--- config.mk ---
export PLATFORM = sky130hd
export DESIGN_NAME = encoder_8to3_seq
export DESIGN_NICKNAME = d
export VERILOG_FILES = /design/src/rtl/encoder_8to3_seq.sv
export SDC_FILE = /design/constraint.sdc
export NUM_CORES = 1
export LEC_CHECK = 0
export ABC_AREA = 0
export BUFFER_PORTS_ARGS = -buffer_cell sky130_fd_sc_hd__buf_2
export CAP_MARGIN = 20
export CORE_MARGIN = 1
export CORE_UTILIZATION = 55
export DETAILED_ROUTE_END_ITERATION = 6
export PLACE_DENSITY = 0.83
export SLEW_MARGIN = 40
export SYNTH_ARGS = -nofsm -noshare
export SYNTH_HDL_FRONTEND = slang
export SYNTH_SLANG_ARGS = --single-unit
export TNS_END_PERCENT = 10
--- constraint.sdc ---
create_clock -name clk -period 2.17 [get_ports clk]
set_input_delay 0.434 -clock clk [delete_from_list [all_inputs] [get_ports clk]]
set_output_delay 0.434 -clock clk [all_outputs]
set_load 0.03 [all_outputs]
--- src/rtl/encoder_8to3_seq.sv ---
// Serializes the set bits of an 8-bit request vector into 3-bit indices, lowest first, flagging the last.
// First index is registered 1 cycle after acceptance; out_ready low holds the beat; en gates new vectors only.
module encoder_8to3_seq (
  input  logic       clk,
  input  logic       rst,
  input  logic       en,
  input  logic       in_valid,
  input  logic [7:0] in,
  output logic       in_ready,
  output logic       out_valid,
  output logic [2:0] out_idx,
  output logic       out_last,
  input  logic       out_ready,
  output logic       zero_drop
);

  typedef enum logic {
    IDLE = 1'b0,
    SCAN = 1'b1
  } state_t;

  state_t     state, state_nxt;
  logic [7:0] pending, pending_nxt;
  logic [7:0] cleared;
  logic       valid_nxt;
  logic [2:0] idx_nxt;
  logic       last_nxt;
  logic       drop_nxt;

  function automatic logic [2:0] lowest_set(input logic [7:0] v);
    logic [2:0] idx;
    idx = 3'd0;
    for (int i = 7; i >= 0; i--) begin
      if (v[i]) idx = 3'(i);
    end
    return idx;
  endfunction

  function automatic logic single_bit(input logic [7:0] v);
    return (v != 8'd0) && ((v & (v - 8'd1)) == 8'd0);
  endfunction

  assign in_ready = (state == IDLE) && en;

  always_ff @(posedge clk) begin
    if (rst) begin
      state     <= IDLE;
      pending   <= 8'd0;
      out_valid <= 1'b0;
      out_idx   <= 3'd0;
      out_last  <= 1'b0;
      zero_drop <= 1'b0;
    end else begin
      state     <= state_nxt;
      pending   <= pending_nxt;
      out_valid <= valid_nxt;
      out_idx   <= idx_nxt;
      out_last  <= last_nxt;
      zero_drop <= drop_nxt;
    end
  end

  always_comb begin
    state_nxt   = state;
    pending_nxt = pending;
    valid_nxt   = out_valid;
    idx_nxt     = out_idx;
    last_nxt    = out_last;
    drop_nxt    = 1'b0;
    cleared     = pending & ~(8'd1 << out_idx);
    case (state)
      IDLE: begin
        if (in_valid && in_ready) begin
          if (in != 8'd0) begin
            pending_nxt = in;
            state_nxt   = SCAN;
            valid_nxt   = 1'b1;
            idx_nxt     = lowest_set(in);
            last_nxt    = single_bit(in);
          end else begin
            drop_nxt = 1'b1;
          end
        end
      end
      SCAN: begin
        // out_valid is always high in SCAN, so out_ready alone completes a beat
        if (out_ready) begin
          pending_nxt = cleared;
          if (out_last) begin
            state_nxt = IDLE;
            valid_nxt = 1'b0;
            idx_nxt   = 3'd0;
            last_nxt  = 1'b0;
          end else begin
            idx_nxt  = lowest_set(cleared);
            last_nxt = single_bit(cleared);
          end
        end
      end
      default: state_nxt = IDLE;
    endcase
  end

endmodule

==> impl_metrics.tcl <==
set metrics [dict create \
    outcome "completed" \
    die_x_um 48.5 \
    syn-instance-count 166 \
    mostFrequentLayoutCells "a21oi_1 (27), nand2_1 (21), buf_2 (19)" \
    synth.area.mux_share 0.0253 \
    clockBufferDepth 2 \
    num_vias 1297 \
    path_max_fanout 11 \
    yosys_warnings 0 \
    synth_top_flop_cell "dfxtp_1" \
    syn_nets 179 \
    rsz0062_at_grt "false" \
    area_growth_pct 11.2 \
    ff2ff_path_depth 5 \
    synth_fa_ha_area_frac 0.0168 \
    place_congestion 0.922 \
    layout_commonest_cell "a21oi_1" \
    firstDrtPassIters 4 \
    synth_compound_area_frac 0.369 \
    io_pins 20 \
    power.leakage_nw 0.491 \
    die_h_um 48.5 \
    drtAntennaViolNets 0 \
    synth_top_family_by_area "compound AO/OA/AOI/OAI gates" \
    rr_endpoint "out_last" \
    hp-start "in[5]" \
    cts_setup_buffers 0 \
    fin_ws_ns 0.280 \
    n_fill_cell 193 \
    drv_slew 0 \
    start_util 0.594 \
    core-area_sq_mm 0.00200 \
    arrival_ns 2.06 \
    synth.avg_cell_area_sq_um 7.16 \
    critical_path.endpoint "out_last" \
    synth_enable_flop_cells 0 \
    routed_wl_mm 2.98 \
    required_ns 2.34 \
    synthSimpleGateAreaFrac 0.249 \
    syn_area_sq_mm 0.00119 \
    grt_pass1_vias 1152 \
    period_minus_slack_ns 1.89 \
    fin_nets 198 \
    synth_top_area_cell "dfxtp_1" \
    port_buffers 19 \
    maxCapViolCount 0 \
    yosys.area_share.xor_xnor 0.00737 \
    numCtsBuffers 3 \
    antenna_cells 0 \
    skew_ns 0.00400 \
    dieArea_sq_mm 0.00235 \
    r2r_setup_slack_ns 0.28 \
    clk_latency_ns 0.28 \
    clk_pin_slew_ns 0.09 \
    gr-total-overflow 0 \
    r2r-start "out_idx[1]" \
    clock-sinks 15 \
    drt_iter0_markers 52 \
    cp-end-kind "flip-flop" \
    synth_cell_type_count 46 \
    criticalPathCategory "flip-flop to flip-flop" \
    cp-startpoint "out_idx[1]" \
    holdCritPathClass "input port to flip-flop" \
    ys_top_cells_by_area "dfxtp_1 (25%), a21oi_1 (11%), nand2_1 (6.6%)" \
    cts_resized 0 \
    grt_max_degree 17 \
    hold_buffers 0 \
    seq_area_frac_synth 0.253 \
    synth-seq-cells 15 \
    setup_tns_ns 0 \
    wl_per_cell_um 14.1 \
    synth_top_area_frac 0.253 \
    drive_gt1_frac 0.201 \
    ir_worst_vdd_mv 0.375 \
    grt_usage 0.272 \
    start_kind "flip-flop" \
    grt_pass1_wl_mm 4.97 \
    htreeDepth 1 \
    finalCritPeriodShare 0.871 \
    root_buffer "clkbuf_4" \
    pre_cts_ws_ns 0.201 \
    worstMarginPinSlew_ns 0.467 \
    pwr_density_cell_mw_per_mm2 517 \
    timing.fmax_ghz 0.529 \
    dp_hpwl_mm 2.29 \
    drc 0 \
    antenna_found_initial 0 \
    hold_violations 0 \
    synth-async-reset-ratio 0 \
    routed_via_density 6.15 \
    num_rows 16 \
    finalSetupViolations 0 \
    cts_tree "yes" \
    slew_headroom 0.685 \
]
[layout make-up]
class / instances / area [sq um] / share of cell area
inverters: 7 / 26.3 / 0.0199
well taps: 27 / 33.8 / 0.0256
flip-flops and latches: 15 / 300 / 0.227
repair buffers: 25 / 140 / 0.106
clock buffers: 4 / 26.3 / 0.0199
multi-input cells: 133 / 795 / 0.601
[worst max-delay path, cell delays in order (launching register included)]
cell and delay [ns]:
dfxtp_1 0.55, nor2b_2 0.26, a21oi_2 0.10, or4_4 0.52, a31oi_1 0.23, o22ai_1 0.11
[per-stage QoR]
step / util / hold WS [ns] / area, sq um / power [W] / cells
after detailed placement: 0.647 / 0.483 / 1290 / 0.000530 / 207
after floorplan: - / 0.477 / 1190 / 0.000473 / 166
after global placement: 0.647 / 0.469 / 1290 / 0.000523 / 207
after CTS: 0.660 / 0.432 / 1320 / 0.000687 / 211
after global routing: 0.660 / 0.442 / 1320 / 0.000725 / 211
final: 0.660 / 0.446 / 1320 / 0.000683 / 211
[report_power, final]
| part | internal (W) | switching (W) | total, W |
|---|---|---|---|
| Sequential | 0.000290 | 0.0000273 | 0.000318 |
| Combinational | 0.0000838 | 0.000126 | 0.000210 |
| Clock | 0.0000713 | 0.0000844 | 0.000156 |
[cells in the mapped netlist (all sizes together), types with 2 or more instances]
cell and number:
nand2b 2, o31ai 3, a21oi 29, nand3b 2
nor2b 3, clkbuf 4, dfxtp 15, o21ai 14
a221oi 3, a32oi 2, or3b 2, buf 7
inv 6, maj3 2, a21o 3, nand2 21
nor2 17, mux2i 3, nand3 3, a211oi 4
a31oi 4, nor3 2
[worst min-delay path by stage]
| stage | slack, ns | depth (start not counted) | to |
|---|---|---|---|
| final | 0.45 | 3 | pending[5] |
| after global placement | 0.47 | 2 | out_valid |
| after global routing | 0.44 | 3 | pending[5] |
| after detailed placement | 0.48 | 2 | out_valid |
| after floorplan | 0.48 | 2 | pending[7] |
| after CTS | 0.43 | 3 | pending[5] |
[flip-flops by register name, indices dropped and copies added, names as in the netlist]
register,count
state,1
out_idx,3
out_last,1
pending,8
zero_drop,1
out_valid,1
[kinds of logic (layout without fill, tap and decap cells)]
group / Yosys count / after routing
fa+ha+maj: 2 / 2
mux: 3 / 3
flops: 15 / 15
simple gates: 58 / 58
buf+inv: 18 / 36
compound gates: 69 / 69
xor+xnor: 1 / 1
[layer usage]
metal	share of wire	up-vias	GRT usage
met1	0.44	586	0.326
li1	-	638	-
met5	0	-	0
met2	0.47	63	0.469
met4	0.031	0	0.152
met3	0.064	10	0.0314
No activity file was read; power rests on OpenSTA's default activity.
